<file path="src/rtl/iob_timer_mc_if.sv">
// iob_timer_mc_if: native iob bus bundle for the timer.
// master drives the request, slave returns ready/rdata.
interface iob_timer_mc_if #(
  parameter int DATA_W = 32,
  parameter int ADDR_W = 4
);
  logic                valid;
  logic [ADDR_W-1:0]   address;
  logic [DATA_W-1:0]   wdata;
  logic [DATA_W/8-1:0] wstrb;
  logic [DATA_W-1:0]   rdata;
  logic                ready;

  modport master (
    output valid, address, wdata, wstrb,
    input  rdata, ready
  );

  modport slave (
    input  valid, address, wdata, wstrb,
    output rdata, ready
  );
endinterface

</file>
<file path="src/rtl/iob_timer_mc.sv">
// iob_timer_mc: multi-channel up-counter timer on the iob bus.
// Define TIMER_PRESC_EN to add an 8-bit prescaler per channel.
module iob_timer_mc #(
  parameter int DATA_W = 32,
  parameter int N_CH   = 4,
  parameter int CNT_W  = 32,
  parameter int ADDR_W = $clog2(N_CH) + 2
) (
  input  logic            clk,
  input  logic            rst_n,
  iob_timer_mc_if.slave   bus,
  output logic [N_CH-1:0] irq
);
  localparam int SW = DATA_W / 8;

  logic [ADDR_W-1:0] ch_idx;
  logic [1:0]        reg_sel;
  logic              wr;
  logic [DATA_W-1:0] bmask;
  logic [DATA_W-1:0] wd_m;
  logic [DATA_W-1:0] rd_mux;

  logic [N_CH-1:0][DATA_W-1:0] rd_ch;

  assign ch_idx  = bus.address >> 2;
  assign reg_sel = bus.address[1:0];
  assign wr      = bus.valid && (|bus.wstrb);
  assign wd_m    = bus.wdata & bmask;

  // expand byte enables into a bit mask
  always_comb begin
    bmask = '0;
    for (int i = 0; i < SW; i++)
      bmask[8*i +: 8] = {8{bus.wstrb[i]}};
  end

  for (genvar c = 0; c < N_CH; c++) begin : g_ch
    logic             hit;
    logic             run;
    logic             mode;
    logic             ie;
    logic             m_f;
    logic             o_f;
    logic [7:0]       presc;
    logic [CNT_W-1:0] cnt;
    logic [CNT_W-1:0] cmp;
    logic             clr;
    logic             tick;
    logic             adv;
    logic             match;
    logic [1:0]       w1c;
    logic [15:0]      ctrl_v;
    logic [DATA_W-1:0] rd_v;

    assign hit   = wr && (ch_idx == ADDR_W'(c));
    assign clr   = hit && reg_sel == 2'd0
                && bus.wstrb[0] && bus.wdata[1];
    assign adv   = tick && !clr;
    assign match = cnt == cmp;
    assign w1c   = (hit && reg_sel == 2'd3)
                 ? wd_m[1:0] : 2'b00;

`ifdef TIMER_PRESC_EN
    logic [7:0] pcnt;
    logic       term;

    assign term = pcnt >= presc;
    assign tick = run && term;

    // prescaler counts enabled cycles, cleared by CLR
    always_ff @(posedge clk or negedge rst_n) begin
      if (!rst_n)   pcnt <= '0;
      else if (clr) pcnt <= '0;
      else if (run) pcnt <= term ? 8'd0 : pcnt + 8'd1;
    end

    // prescale divisor from CTRL byte 1
    always_ff @(posedge clk or negedge rst_n) begin
      if (!rst_n)
        presc <= '0;
      else if (hit && reg_sel == 2'd0 && bus.wstrb[1])
        presc <= bus.wdata[15:8];
    end
`else
    assign tick  = run;
    assign presc = 8'd0;
`endif

    // stored CTRL bits; CLR is a strobe only
    always_ff @(posedge clk or negedge rst_n) begin
      if (!rst_n) begin
        run  <= 1'b0;
        mode <= 1'b0;
        ie   <= 1'b0;
      end else if (hit && reg_sel == 2'd0 && bus.wstrb[0]) begin
        run  <= bus.wdata[0];
        mode <= bus.wdata[2];
        ie   <= bus.wdata[3];
      end
    end

    // compare register with byte-lane merge
    always_ff @(posedge clk or negedge rst_n) begin
      if (!rst_n)
        cmp <= '1;
      else if (hit && reg_sel == 2'd1)
        cmp <= (cmp & ~bmask[CNT_W-1:0])
             | wd_m[CNT_W-1:0];
    end

    // counter and sticky flags; hardware set beats W1C
    always_ff @(posedge clk or negedge rst_n) begin
      if (!rst_n) begin
        cnt <= '0;
        m_f <= 1'b0;
        o_f <= 1'b0;
      end else begin
        if (clr)
          cnt <= '0;
        else if (tick)
          cnt <= (mode && match) ? '0 : cnt + CNT_W'(1);
        m_f <= (adv && match) | (m_f & ~w1c[0]);
        o_f <= (adv && !(mode && match) && (&cnt))
             | (o_f & ~w1c[1]);
      end
    end

    assign ctrl_v = {presc, 4'b0, ie, mode, 1'b0, run};
    assign irq[c] = ie && (m_f || o_f);

    // register read decode for this channel
    always_comb begin
      rd_v = '0;
      unique case (1'b1)
        reg_sel == 2'd0: rd_v = DATA_W'(ctrl_v);
        reg_sel == 2'd1: rd_v = DATA_W'(cmp);
        reg_sel == 2'd2: rd_v = DATA_W'(cnt);
        reg_sel == 2'd3: rd_v = DATA_W'({o_f, m_f});
      endcase
    end

    assign rd_ch[c] = (ch_idx == ADDR_W'(c)) ? rd_v : '0;
  end

  // combine channel read values; unmatched channels give 0
  always_comb begin
    rd_mux = '0;
    for (int i = 0; i < N_CH; i++)
      rd_mux = rd_mux | rd_ch[i];
  end

  // one-cycle acknowledge with registered read data
  always_ff @(posedge clk or negedge rst_n) begin
    if (!rst_n) begin
      bus.ready <= 1'b0;
      bus.rdata <= '0;
    end else begin
      bus.ready <= bus.valid;
      if (bus.valid)
        bus.rdata <= wr ? '0 : rd_mux;
    end
  end
endmodule

</file>
<file path="src/flat_wrapper.sv">
// flat-port wrapper written by rule: the top's interface ports become plain ports
module iob_timer_mc_flat 
#(
  parameter int DATA_W = 32,
  parameter int N_CH   = 4,
  parameter int CNT_W  = 32,
  parameter int ADDR_W = $clog2(N_CH) + 2
)
  (clk, rst_n, irq, bus_valid, bus_address, bus_wdata, bus_wstrb, bus_rdata, bus_ready);
  iob_timer_mc_if #(.DATA_W(DATA_W), .ADDR_W(ADDR_W)) bus_i ();
  input  logic clk;
  input  logic rst_n;
  output logic [N_CH-1:0] irq;
  input wire logic [$bits(bus_i.valid)-1:0] bus_valid;
  input wire logic [$bits(bus_i.address)-1:0] bus_address;
  input wire logic [$bits(bus_i.wdata)-1:0] bus_wdata;
  input wire logic [$bits(bus_i.wstrb)-1:0] bus_wstrb;
  output wire logic [$bits(bus_i.rdata)-1:0] bus_rdata;
  output wire logic [$bits(bus_i.ready)-1:0] bus_ready;
  assign bus_i.valid = bus_valid;
  assign bus_i.address = bus_address;
  assign bus_i.wdata = bus_wdata;
  assign bus_i.wstrb = bus_wstrb;
  assign bus_rdata = bus_i.rdata;
  assign bus_ready = bus_i.ready;
  iob_timer_mc #(.DATA_W(DATA_W), .N_CH(N_CH), .CNT_W(CNT_W), .ADDR_W(ADDR_W)) u_core (.clk(clk), .rst_n(rst_n), .bus(bus_i), .irq(irq));
endmodule
</file>
<file path="config.mk">
export PLATFORM = sky130hd
export DESIGN_NAME = iob_timer_mc_flat
export DESIGN_NICKNAME = d
export VERILOG_FILES = /design/src/rtl/iob_timer_mc_if.sv /design/src/rtl/iob_timer_mc.sv /design/src/flat_wrapper.sv
export SDC_FILE = /design/constraint.sdc
export NUM_CORES = 1
export LEC_CHECK = 0
export BUFFER_PORTS_ARGS = -buffer_cell sky130_fd_sc_hd__buf_4
export CAP_MARGIN = 10
export CORE_ASPECT_RATIO = 0.5
export CORE_MARGIN = 1.5
export CORE_UTILIZATION = 55
export CTS_CLUSTER_DIAMETER = 200
export DETAILED_ROUTE_END_ITERATION = 6
export PLACE_DENSITY = 0.72
export SYNTH_ARGS = -nofsm -noshare
export SYNTH_HDL_FRONTEND = slang
export SYNTH_SLANG_ARGS = --single-unit
</file>
<file path="constraint.sdc">
create_clock -name clk -period 4.8 [get_ports clk]
set_input_delay 0.48 -clock clk [delete_from_list [all_inputs] [get_ports clk]]
set_output_delay 0.48 -clock clk [all_outputs]
set_load 0.03 [all_outputs]
</file>
---- After elaboration in Yosys (flattened, before gate mapping) ----
Index checks and enable logic that the tools add are counted.
cells by class
  reduce and logical (&&, ||, !) cells .... 72
  bitwise operators ....................... 37
  eq/ne operators ......................... 10
  add/subtract/negate cells ............... 4
  muxes and demuxes ....................... 25
operators with widths
  kind                                            count
  two-way mux 32 bit                              17
  case mux 32 bit (4 select lines)                4
  OR 32 bit                                       7
  bitwise AND 32 bit                              5
  adder 32 x 1 -> 32 bit (second input constant)  4
  == test 32 bit                                  4
  AND reduction 32 bit                            4
  logical AND 1 bit                               49
  inverter 32 bit                                 1
  bitwise AND 1 bit                               8
  == test 2 bit (second input constant)           4
  zero test 1 bit                                 8
  two-way mux 2 bit                               4
  inverter 1 bit                                  8
  OR 1 bit                                        8
  nonzero test 2 bit                              4
  == test 2 x 1 -> 1 bit (second input constant)  2
  zero test 4 bit                                 1
  logical OR 1 bit                                4
  OR reduction 4 bit                              1
  zero test 2 bit                                 1
storage, ports and cells
  word-level logic and storage cells ...... 178
  output and inout bits ................... 37
  bits in registers ....................... 309

---- Depth between registers and ports, before layout ----
Gate-level depths: netlist (run 1).
  depth after elaboration ................. 11
  depth in mapped cells ................... 8
  depth with buffers taken out ............ 7

---- Worst setup path after synthesis (run 1) ----
Ideal clock, no wire load.
  kind .................................... reg2reg
  from .................................... register u_core.g_ch[2].cnt[0]
  to ...................................... register u_core.g_ch[2].cnt[28]
  setup time .............................. 0.064 ns
  arrival time ............................ 1.850 ns
  stages on the path, launching flop included .. 8
  period minus slack after synthesis ...... 1.915 ns
  setup slack ............................. 2.885 ns
  data required time ...................... 4.736 ns
  cell sequence ........................... dfrtp_1 ha_1 nand4_2 nor4_4 nand4_2 or3_1 a21oi_1 a21o_1
between the ends
  word-level cells in the longest chain between the ends .. 5
  elaborated cells on any way between the ends .. 6
RTL lines
  item                                                                            RTL line             text
  from (decl)                                                                     iob_timer_mc.sv:45   logic [CNT_W-1:0] cnt;
  from (signal assigned)                                                          iob_timer_mc.sv:121  cnt <= (mode && match) ? '0 : cnt + CNT_W'(1);
  parallel branches: the longest is 2 deep, another holds adder 32 x 1 -> 32 bit  --
  two-way mux 32 bit (*)                                                          iob_timer_mc.sv:121
  two-way mux 32 bit (*)                                                          iob_timer_mc.sv:120  else if (tick)
  two-way mux 32 bit (*)                                                          iob_timer_mc.sv:118  if (clr)
Every way passes the cells marked *. The select of a mux whose other input is x is not followed.
A chain may end at the register's enable or synchronous reset.

---- Worst setup path after layout (run 1) ----
  from .................................... register u_core.g_ch[3].cnt[7]
  to ...................................... register u_core.g_ch[3].cnt[6]
between the ends
  word-level cells in the longest chain between the ends .. 5
RTL lines
  item                    RTL line             text
  from (decl)             iob_timer_mc.sv:45
  from (signal assigned)  iob_timer_mc.sv:121
  == test 32 bit          iob_timer_mc.sv:59   assign match = cnt == cmp;
  logical AND 1 bit       iob_timer_mc.sv:121
  two-way mux 32 bit      iob_timer_mc.sv:121
  two-way mux 32 bit      iob_timer_mc.sv:120
  two-way mux 32 bit      iob_timer_mc.sv:118
No other way between the ends. The select of a mux whose other input is x is not followed.

==> metrics.cfg, run 1 <==
[outcome]
run_status=finished, violations left
failing_checks=hold timing

[floorplanning]
die-width_um=257
floorplan.die_area_um2=33400
die_h_um=130
start_util=0.559
io_pins=80
core_um2=31700
rows=46

[global_routing]
grt_overflow=0
grt_pass1_wl_mm=86.1
first_global_vias=14170
grt_max_degree=119
antenna_found_initial=0
grt_use_total=0.341

[layout]
most-common-layout-cells=sky130_fd_sc_hd__dfrtp_1, sky130_fd_sc_hd__xnor2_1, sky130_fd_sc_hd__nor2_1, sky130_fd_sc_hd__mux2_2, sky130_fd_sc_hd__dfstp_2
final_cell_count_no_fill=2189
fin_nets=1780
antenna_cells=0
syn_to_final_growth_pct=9.71
final_common_cell=sky130_fd_sc_hd__dfrtp_1
post_route_cells_drive_above_1_share=0.278
number_of_filler_cells_placed_in_the_layout=2537

[yosys]
ys_top_cells_by_area=sky130_fd_sc_hd__dfrtp_1, sky130_fd_sc_hd__dfstp_2, sky130_fd_sc_hd__mux2_2
post_synth_inst_count=1733
synthesis.nets=1780
syn_area_um2=17700
flip_flop_and_latch_count_after_synthesis=309
synth_top_cell_by_area=sky130_fd_sc_hd__dfrtp_1
synth_cell_types=80
synth_enable_flop_cells=0
yosys_warnings=0
synth.yosys.seq_area_share=0.445
synth_async_reset_ratio=1.00
most_used_dff_post_synth=sky130_fd_sc_hd__dfrtp_1
synth_largest_type_area_fraction=0.255
postSynthAreaPerCell_um2=10.2

[route]
drt-initial-drc-count=2157
detail_route.wl_per_cell_um=26.1
postRouteAntennaNets=0
detail_route.wirelength_mm=57.2
drtPass1Iterations=6
vias_per_cell=6.74
route.detailed.drc=0
via_count=14761

[timing]
hold_ws_ns=-0.0614
final.setup.tns_ns=0
period_share=0.599
hold_violations=18
maximum_clock_frequency_mhz=348
period_needed_ns=2.88
max_slew_margin=0.171
maxSlewViolCount=0
rsz0062_at_grt=no
max_slew.worst_pin.slew_ns=1.24
worst_clock_skew_ns=0.0121
final-setup-viol-count=0

[setup_path]
startpoint_to_endpoint_class_of_the_critical_path=reg -> reg
cp_peak_stage_delay_ns=0.84
rrSetupSlack_ns=1.92
cp_max_fo=21
crit_path_top_delay_cell=sky130_fd_sc_hd__o22ai_2
critPathRequiredTime_ns=5.23
critPathCaptureType=register
start_kind=register
worstPathCellList=xnor2_1 > nand4_1 > nor4_4 > nand4_4 > o22ai_2 > o32ai_1
critPathArrivalTime_ns=3.30

[clock_tree]
cts.repair_timing.setup_buffer_count=0
cts.htree.levels=1
cts_num_sinks=309
insertion_delay_ns=0.58
cts.hold.buffers_added=0
clock_path_buffers=3
clk_pin_slew_worst_paths_ns=0.07
tritoncts.num_buffers=30
resize_count_post_cts=0
cts_tree=built
root_buffer=sky130_fd_sc_hd__clkbuf_16

[placed_design]
place_inst=2133
place.gp.congestion=0.992
io_buffer_count=79
total_half_perimeter_wirelength_after_legalization_and_detailed_placement_mm=41.9

[pwr]
max-vdd-ir-drop_mv=0.229
leakage_uw=0.00754
power.density_cell_area_nw_per_um2=391

[run]
maxCapViolations=0

[min_path]
min_path_type=in -> async

-- worst max-delay path, delay by kind of cell (launching register included) --
kind / cells / cell delay, ns
AO/OA/AOI/OAI: 2 / 1.02
XOR/XNOR: 1 / 0.29
flip-flops: 1 / 0.48
AND/OR/NAND/NOR: 3 / 0.93
-- final timing paths --
kind	endpoint	start	cells after the start
setup / recovery	u_core.g_ch[3].cnt[6]	u_core.g_ch[3].cnt[7]	6
hold / removal	u_core.g_ch[2].cnt[4]	rst_n	1
setup reg to reg	u_core.g_ch[3].cnt[6]	u_core.g_ch[3].cnt[7]	6
hold reg to reg	u_core.bus.rdata[5]	u_core.bus.rdata[5]	2
max in group asynchronous	asynchronous set/reset pin	rst_n	2
min in group clk	register	bus_wdata[16]	2
-- report_power, final --
group	leakage [µW]	switching, µW	internal (µW)
clock network	0.000549	1080	1620
logic	0.00318	772	619
registers	0.00380	447	3070
total	0.00754	2300	5310
-- metrics by stage --
| step | util | setup WS (ns) | instance area, µm² | power [µW] |
|---|---|---|---|---|
| after floorplan | - | 2.89 | 17700 | 4370 |
| after global placement | 0.579 | 1.97 | 18400 | 4830 |
| after detailed placement | 0.579 | 1.89 | 18400 | 4890 |
| after CTS | 0.614 | 1.99 | 19500 | 7570 |
| after global routing | 0.614 | 1.80 | 19500 | 7840 |
| final | 0.614 | 1.92 | 19500 | 7610 |
-- cells by family (layout without fill, tap and decap cells) --
group	count (synthesis)	after routing	synth area share
flops	309	309	0.445
buf+inv	175	199	0.0478
fa+ha+maj	4	4	0.00282
compound gates	342	342	0.132
mux	164	164	0.108
xor+xnor	189	189	0.0933
simple gates	550	550	0.172
-- metal layers --
layer / share of wire / global-route usage / up-vias
met4: 0.028 / 0.0955 / 0
met3: 0.12 / 0.0870 / 111
met2: 0.42 / 0.506 / 897
li1: - / - / 6290
met5: 0 / 0 / -
met1: 0.43 / 0.497 / 7463
-- synthesized netlist by cell type, types with 14 or more instances --
master,count
sky130_fd_sc_hd__and3_1,27
sky130_fd_sc_hd__mux2_2,144
sky130_fd_sc_hd__a22oi_1,118
sky130_fd_sc_hd__nand4_1,70
sky130_fd_sc_hd__nor2_1,144
sky130_fd_sc_hd__clkbuf_1,40
sky130_fd_sc_hd__a21oi_1,26
sky130_fd_sc_hd__inv_1,50
sky130_fd_sc_hd__xnor2_1,148
sky130_fd_sc_hd__xor2_1,41
sky130_fd_sc_hd__nor3_1,19
sky130_fd_sc_hd__dfstp_2,128
sky130_fd_sc_hd__nand3_1,95
sky130_fd_sc_hd__dfrtp_1,181
sky130_fd_sc_hd__o21ai_0,37
sky130_fd_sc_hd__buf_2,53
sky130_fd_sc_hd__o22ai_1,89
sky130_fd_sc_hd__nand2_1,87
sky130_fd_sc_hd__or3_1,14
-- final cells by class --
type,instances,area [µm²],share of cell area
repair buffers,93,718,0.0369
clock inverters,15,254,0.0131
clock buffers,41,853,0.0438
well taps,432,541,0.0278
inverters,50,188,0.00964
multi-input cells,1249,9010,0.463
flip-flops and latches,309,7890,0.406
Power figures use the tool's default switching activity.
==> run 2: changes to the inputs <==
- ABC_AREA: not set -> 1
- clock period: 4.8 -> 2.9 ns (I/O delays scaled with it)
==> metrics.cfg, run 2 <==
[floorplanning]
die-width_um=265  ; +3.2%
io_pins=80  ; unchanged
core_um2=33500  ; +5.5%
start_util=0.565  ; +0.00537
rows=47  ; +2.2%
floorplan.die_area_um2=35500  ; +6.4%
die_h_um=134  ; +3.1%

[global_routing]
grt_max_degree=69  ; -42%
grt_pass1_wl_mm=103  ; +20%
grt_use_total=0.386  ; +0.0442
antenna_found_initial=1  ; +1
grt_overflow=0  ; unchanged
first_global_vias=17007  ; +20%

[timing]
final.setup.tns_ns=0  ; unchanged
worst_clock_skew_ns=0.0208  ; +0.00871 ns
rsz0062_at_grt=no
max_slew.worst_pin.slew_ns=0.988  ; -0.252 ns
max_slew_margin=0.339  ; +0.168
period_share=0.796  ; +0.197
final-setup-viol-count=0  ; unchanged
hold_violations=0  ; -18
maximum_clock_frequency_mhz=433  ; +25%
period_needed_ns=2.31  ; -0.568 ns
maxSlewViolCount=0  ; unchanged

[yosys]
syn_area_um2=18900  ; +6.5%
synth_largest_type_area_fraction=0.240  ; -0.0156
synth_async_reset_ratio=1.00  ; unchanged
postSynthAreaPerCell_um2=7.11  ; -31%
ys_top_cells_by_area=sky130_fd_sc_hd__dfrtp_1, sky130_fd_sc_hd__dfstp_2, sky130_fd_sc_hd__nand2_1
synth_commonest_cells=sky130_fd_sc_hd__nand2_1, sky130_fd_sc_hd__o21ai_0, sky130_fd_sc_hd__inv_1, sky130_fd_sc_hd__dfrtp_1, sky130_fd_sc_hd__nor2_1
yosys_warnings=0  ; unchanged
synth_enable_flop_cells=0  ; unchanged
synth_cell_types=38  ; -53%
most_frequently_used_cell_type_in_the_post_synthesis_netlist=sky130_fd_sc_hd__nand2_1
post_synth_inst_count=2659  ; +53%
synth.yosys.seq_area_share=0.418  ; -0.0272
flip_flop_and_latch_count_after_synthesis=309  ; unchanged
synth_top_cell_by_area=sky130_fd_sc_hd__dfrtp_1
synthesis.nets=2706  ; +52%
most_used_dff_post_synth=sky130_fd_sc_hd__dfrtp_1

[min_path]
min_path_type=in -> reg

[setup_path]
worstPathCellList=ha_1 > nand2_1 > nor2_1 > nand3_1 > nor3_2 > nand4_1 > nor2_1 > nand3_1 > nand2_1
critPathCaptureType=register
critPathRequiredTime_ns=3.44  ; -1.79 ns
cp_peak_stage_delay_ns=0.47  ; -0.37 ns
cp_max_fo=6  ; -71%
startpoint_to_endpoint_class_of_the_critical_path=reg -> reg
crit_path_top_delay_cell=sky130_fd_sc_hd__dfrtp_1
start_kind=register
critPathArrivalTime_ns=2.85  ; -0.45 ns

[layout]
stdcell_area_um2=21400  ; +10%
syn_to_final_growth_pct=13.3
antenna_cells=0  ; unchanged
fin_nets=2770  ; +56%
post_route_cells_drive_above_1_share=0.131  ; -0.146
final_common_cell=sky130_fd_sc_hd__nand2_1
most-common-layout-cells=sky130_fd_sc_hd__nand2_1, sky130_fd_sc_hd__o21ai_0, sky130_fd_sc_hd__inv_1
post-route-util=0.640  ; +0.0260

[route]
postRouteAntennaNets=0  ; unchanged
detail_route.wirelength_mm=68.4  ; +20%
drtPass1Iterations=5  ; -1
via_count=18571  ; +26%
route.detailed.drc=0  ; unchanged
drt-initial-drc-count=2460  ; +14%
detail_route.wl_per_cell_um=21.5  ; -18%
vias_per_cell=5.83  ; -14%

[outcome]
run_status=finished, final reports clean

[clock_tree]
root_buffer=sky130_fd_sc_hd__clkbuf_16
resize_count_post_cts=0  ; unchanged
cts_tree=built
tritoncts.num_buffers=31  ; +3.3%
clk_pin_slew_worst_paths_ns=0.07  ; about the same
cts.repair_timing.setup_buffer_count=0  ; unchanged
cts.htree.levels=1  ; unchanged
insertion_delay_ns=0.60  ; +0.02 ns
clock_path_buffers=3  ; unchanged
cts_num_sinks=309  ; unchanged

[pwr]
max-vdd-ir-drop_mv=0.460  ; +100%
leakage_uw=0.00914  ; +21%
power.density_cell_area_nw_per_um2=590  ; +51%

[placed_design]
place.gp.congestion=1.05  ; +6.2%
total_half_perimeter_wirelength_after_legalization_and_detailed_placement_mm=51.1  ; +22%
io_buffer_count=79  ; unchanged
detailed_place.area_um2=20000  ; +9.1%

[run]
maxCapViolations=0  ; unchanged

## run 2: metrics by stage
step | hold slack, ns | instances | worst slack, ns | total power (µW)
after floorplan | -0.00559 | 2659 | 1.09 | 7250
after global placement | 0.304 | 3098 | 0.404 | 8190
after detailed placement | 0.301 | 3098 | 0.383 | 8240
after CTS | 0.0104 | 3188 | 0.603 | 12600
after global routing | 0.0441 | 3188 | 0.357 | 13100
final | 0.0235 | 3188 | 0.592 | 12600
## run 2: layout make-up
class / count / area, µm²
Clock buffer: 40 / 860
Clock inverter: 17 / 195
Fill cell: 3047 / 12100
Inverter: 264 / 991
Multi-Input combinational cell: 1945 / 9450
Sequential cell: 309 / 7890
Tap cell: 441 / 552
Timing Repair Buffer: 172 / 1470
## run 2: worst max-delay path: cells and delay by family, from the launching register on
| kind | cells | cell delay, ns |
|---|---|---|
| adder cells (fa/ha/maj) | 1 | 0.24 |
| flip-flops | 1 | 0.47 |
| AND/OR/NAND/NOR | 8 | 1.55 |
## run 2: power by group
group          internal (µW)  leakage (µW)  total [µW]  switching [µW]
Clock                   2440      0.000528        4320            1880
Combinational            899       0.00477        2570            1670
Sequential              5170       0.00384        5730             562
## run 2: final timing paths
kind	endpoint	slack, ns	start	cells past startpoint
worst max-delay path	u_core.g_ch[3].o_f	0.59	u_core.g_ch[3].cnt[0]	9
worst min-delay path	register	0.02	bus_wdata[22]	3
worst max register to register	u_core.g_ch[3].o_f	0.59	u_core.g_ch[3].cnt[0]	9
worst min register to register	u_core.bus.rdata[1]	0.49	u_core.bus.rdata[1]	2
max in group asynchronous	asynchronous set/reset pin	1.76	rst_n	3
min in group asynchronous	u_core.g_ch[0].mode	0.24	rst_n	2
## run 2: repair_timing
item | in CTS | in global routing
hold buffers | 33 | 0
hold endpoints to repair | 101 | 0
endpoints found under the setup margin | 0 | 0
## run 2: metal layers
metal | share of wire | global-route usage | vias up
met5 | 0.00042 | 0 | -
met4 | 0.026 | 0.0933 | 2
met3 | 0.14 | 0.133 | 111
met2 | 0.39 | 0.522 | 989
met1 | 0.45 | 0.583 | 8791
li1 | - | - | 8678
## run 2: cell families (layout without fill, tap and decap cells)
family / Yosys count / after routing / synth area share
AOI/OAI and AO/OA: 470 / 470 / 0.135
xor gates and xnor gates: 172 / 172 / 0.0797
adders and majority gates: 4 / 4 / 0.00265
buffers and inverters: 405 / 493 / 0.0838
DFF: 309 / 309 / 0.418
and+or+nand+nor: 1299 / 1299 / 0.281
==> run 3: changes to the inputs <==
- PLACE_DENSITY: 0.72 -> 0.75
- clock period: 2.9 -> 1.9 ns (I/O delays scaled with it)
==> metrics.cfg, run 3 (same netlist as run 2, synthesis figures left out) <==
[route]
vias_per_cell=5.75  ; -1.2%
postRouteAntennaNets=0  ; unchanged
detail_route.wirelength_mm=69.4  ; +1.4%
via_count=18970  ; +2.1%
drt-initial-drc-count=2622  ; +6.6%
route.detailed.drc=0  ; unchanged
drtPass1Iterations=6  ; +1
detail_route.wl_per_cell_um=21.0  ; -2.0%

[global_routing]
grt_overflow=0  ; unchanged
grt_use_total=0.390  ; +0.00469
first_global_vias=17406  ; +2.3%
antenna_found_initial=0  ; -1
grt_pass1_wl_mm=104  ; +0.89%
grt_max_degree=68  ; -1.4%

[layout]
final_common_cell=sky130_fd_sc_hd__nand2_1
post_route_cells_drive_above_1_share=0.182  ; +0.0503
post-route-util=0.674  ; +0.0344
most-common-layout-cells=sky130_fd_sc_hd__nand2_1, sky130_fd_sc_hd__o21ai_0, sky130_fd_sc_hd__inv_1
antenna_cells=0  ; unchanged
fin_nets=2879  ; +3.9%
number_of_filler_cells_placed_in_the_layout=2939  ; -3.5%
syn_to_final_growth_pct=19.4

[setup_path]
critical-path-top-delay-family=simple AND/OR/NAND/NOR gates
critPathCaptureType=register
cp.buffers_inverters=3  ; +3
worstPathCellList=dlygate4sd3_1 > buf_4 > nand2_1 > nor2_1 > buf_4 > nand2_1 > nor2_1 > nand2_1 > o21ai_0
critPathArrivalTime_ns=2.35  ; -0.50 ns
cp_max_fo=16  ; +10
timing.critical_path.mode_cell=sky130_fd_sc_hd__nand2_1
startpoint_to_endpoint_class_of_the_critical_path=in -> reg
crit_path_top_delay_cell=sky130_fd_sc_hd__nor2_1
critPathRequiredTime_ns=2.41  ; -1.03 ns
start_kind=input port
cp_peak_stage_delay_ns=0.70  ; +0.23 ns

[pwr]
max-vdd-ir-drop_mv=0.592  ; +29%
power.net_switching_uw=6410  ; +56%
leakage_uw=0.00976  ; +6.8%
seq_power_share=0.447  ; -0.007
post-layout-total-power_uw=19400  ; +54%
power.density_cell_area_nw_per_um2=860  ; +46%
cellInternalPower_uw=13000  ; +53%
power_frac_comb=0.232  ; +0.029
switching_share=0.330  ; +0.00468
power_frac_clock=0.321  ; -0.021

[floorplanning]
die-width_um=265  ; unchanged
rows=47  ; unchanged
die_h_um=134  ; unchanged
floorplan.die_area_um2=35500  ; unchanged
start_util=0.565  ; unchanged
io_pins=80  ; unchanged
core_um2=33500  ; unchanged

[timing]
max_slew_margin=0.445  ; +0.106
period_needed_ns=1.84
maximum_clock_frequency_mhz=544
hold_violations=0  ; unchanged
rsz0062_at_grt=yes
worst_clock_skew_ns=0.0103  ; -0.0105 ns
period_share=0.968
final-setup-viol-count=0  ; unchanged
hold_ws_ns=0.0611  ; +0.0376 ns
maxSlewViolCount=0  ; unchanged
max_slew.worst_pin.slew_ns=0.831  ; -0.156 ns

[min_path]
min_path_type=in -> reg

[placed_design]
place.gp.congestion=1.03  ; -2.0%
total_half_perimeter_wirelength_after_legalization_and_detailed_placement_mm=52.4  ; +2.6%
io_buffer_count=79  ; unchanged

[clock_tree]
insertion_delay_ns=0.60  ; about the same
root_buffer=sky130_fd_sc_hd__clkbuf_16
tritoncts.num_buffers=30  ; -3.2%
cts.htree.levels=1  ; unchanged
clk_pin_slew_worst_paths_ns=0.07  ; about the same
cts_num_sinks=309  ; unchanged
clock_path_buffers=3  ; unchanged
cts_tree=built

[run]
maxCapViolations=0  ; unchanged

[outcome]
run_status=finished, final reports clean

-- run 3: cell count changes in the layout (fill, tap and decap cells not counted), moves of 9 or more --
cell                      previous run  this run
sky130_fd_sc_hd__buf_4             131       223
sky130_fd_sc_hd__nor2_1            153       131
sky130_fd_sc_hd__nor2_2             21        39
sky130_fd_sc_hd__buf_12              7        20
sky130_fd_sc_hd__dfrtp_1           181       172
sky130_fd_sc_hd__dfrtp_2             0         9
-- run 3: worst register-to-register path: stages, from the launching register on --
cell and delay [ns]:
sky130_fd_sc_hd__dfrtp_1 0.42, sky130_fd_sc_hd__ha_1 0.19, sky130_fd_sc_hd__nand2_1 0.08, sky130_fd_sc_hd__nor2_1 0.16
sky130_fd_sc_hd__nand3_1 0.16, sky130_fd_sc_hd__nor3_2 0.20, sky130_fd_sc_hd__nand4_1 0.17, sky130_fd_sc_hd__nor2_1 0.13
sky130_fd_sc_hd__nand3_1 0.16, sky130_fd_sc_hd__nand2_1 0.10
-- run 3: final timing paths --
check	startpoint	to	slack, ns	cells after the start
max in group asynchronous	rst_n	asynchronous set/reset pin	1.03	3
min in group asynchronous	rst_n	u_core.g_ch[0].cnt[1]	0.10	2
worst max register to register	u_core.g_ch[3].cnt[0]	u_core.g_ch[3].o_f	0.07	9
worst min-delay path	bus_wstrb[1]	u_core.bus.rdata[0]	0.06	6
worst min register to register	u_core.bus.rdata[31]	u_core.bus.rdata[31]	0.49	2
worst max-delay path	bus_valid	register	0.06	9
-- run 3: layout make-up --
type	count	area (µm²)	share of cell area
multi-input cells	1945	9620	0.426
well taps	441	552	0.0245
flip-flops and latches	309	7900	0.350
clock inverters	13	108	0.00477
repair buffers	282	2500	0.111
inverters	264	991	0.0439
clock buffers	43	881	0.0391
-- run 3: metal layers --
metal | up-vias | global-route usage | part of all wire
li1 | 8904 | - | -
met1 | 8956 | 0.587 | 0.44
met2 | 1010 | 0.531 | 0.40
met3 | 100 | 0.137 | 0.14
met4 | 0 | 0.0898 | 0.025
met5 | - | 0 | 0
-- run 3: through the flow --
step	area, µm²	setup slack [ns]	TNS [ns]	std cells
2_1_floorplan	18900	0.0927	0	2659
3_3_place_gp	21000	-0.000282	-0.000282	3203
3_5_place_dp	21000	-0.147	-1.40	3203
4_1_cts	22300	0.00786	0	3293
5_1_grt	22600	-0.140	-2.15	3297
6_report	22600	0.0609	0	3297
-- run 3: power by group through the flow --
stage / clock [µW] / combinational (µW) / sequential, µW
final: 6220 / 4510 / 8670
after global routing: 6490 / 4940 / 8770
after CTS: 6240 / 4320 / 8630
after detailed placement: 0 / 4250 / 8720
after global placement: 0 / 4180 / 8700
after floorplan: 0 / 2560 / 8510
-- run 3: timing repair --
action | in CTS | in global routing
hold endpoints to repair | 323 | 0
gates resized for setup | 0 | 59
hold buffers | 34 | 0
setup endpoints to repair | 0 | 163
buffers inserted | 0 | 1
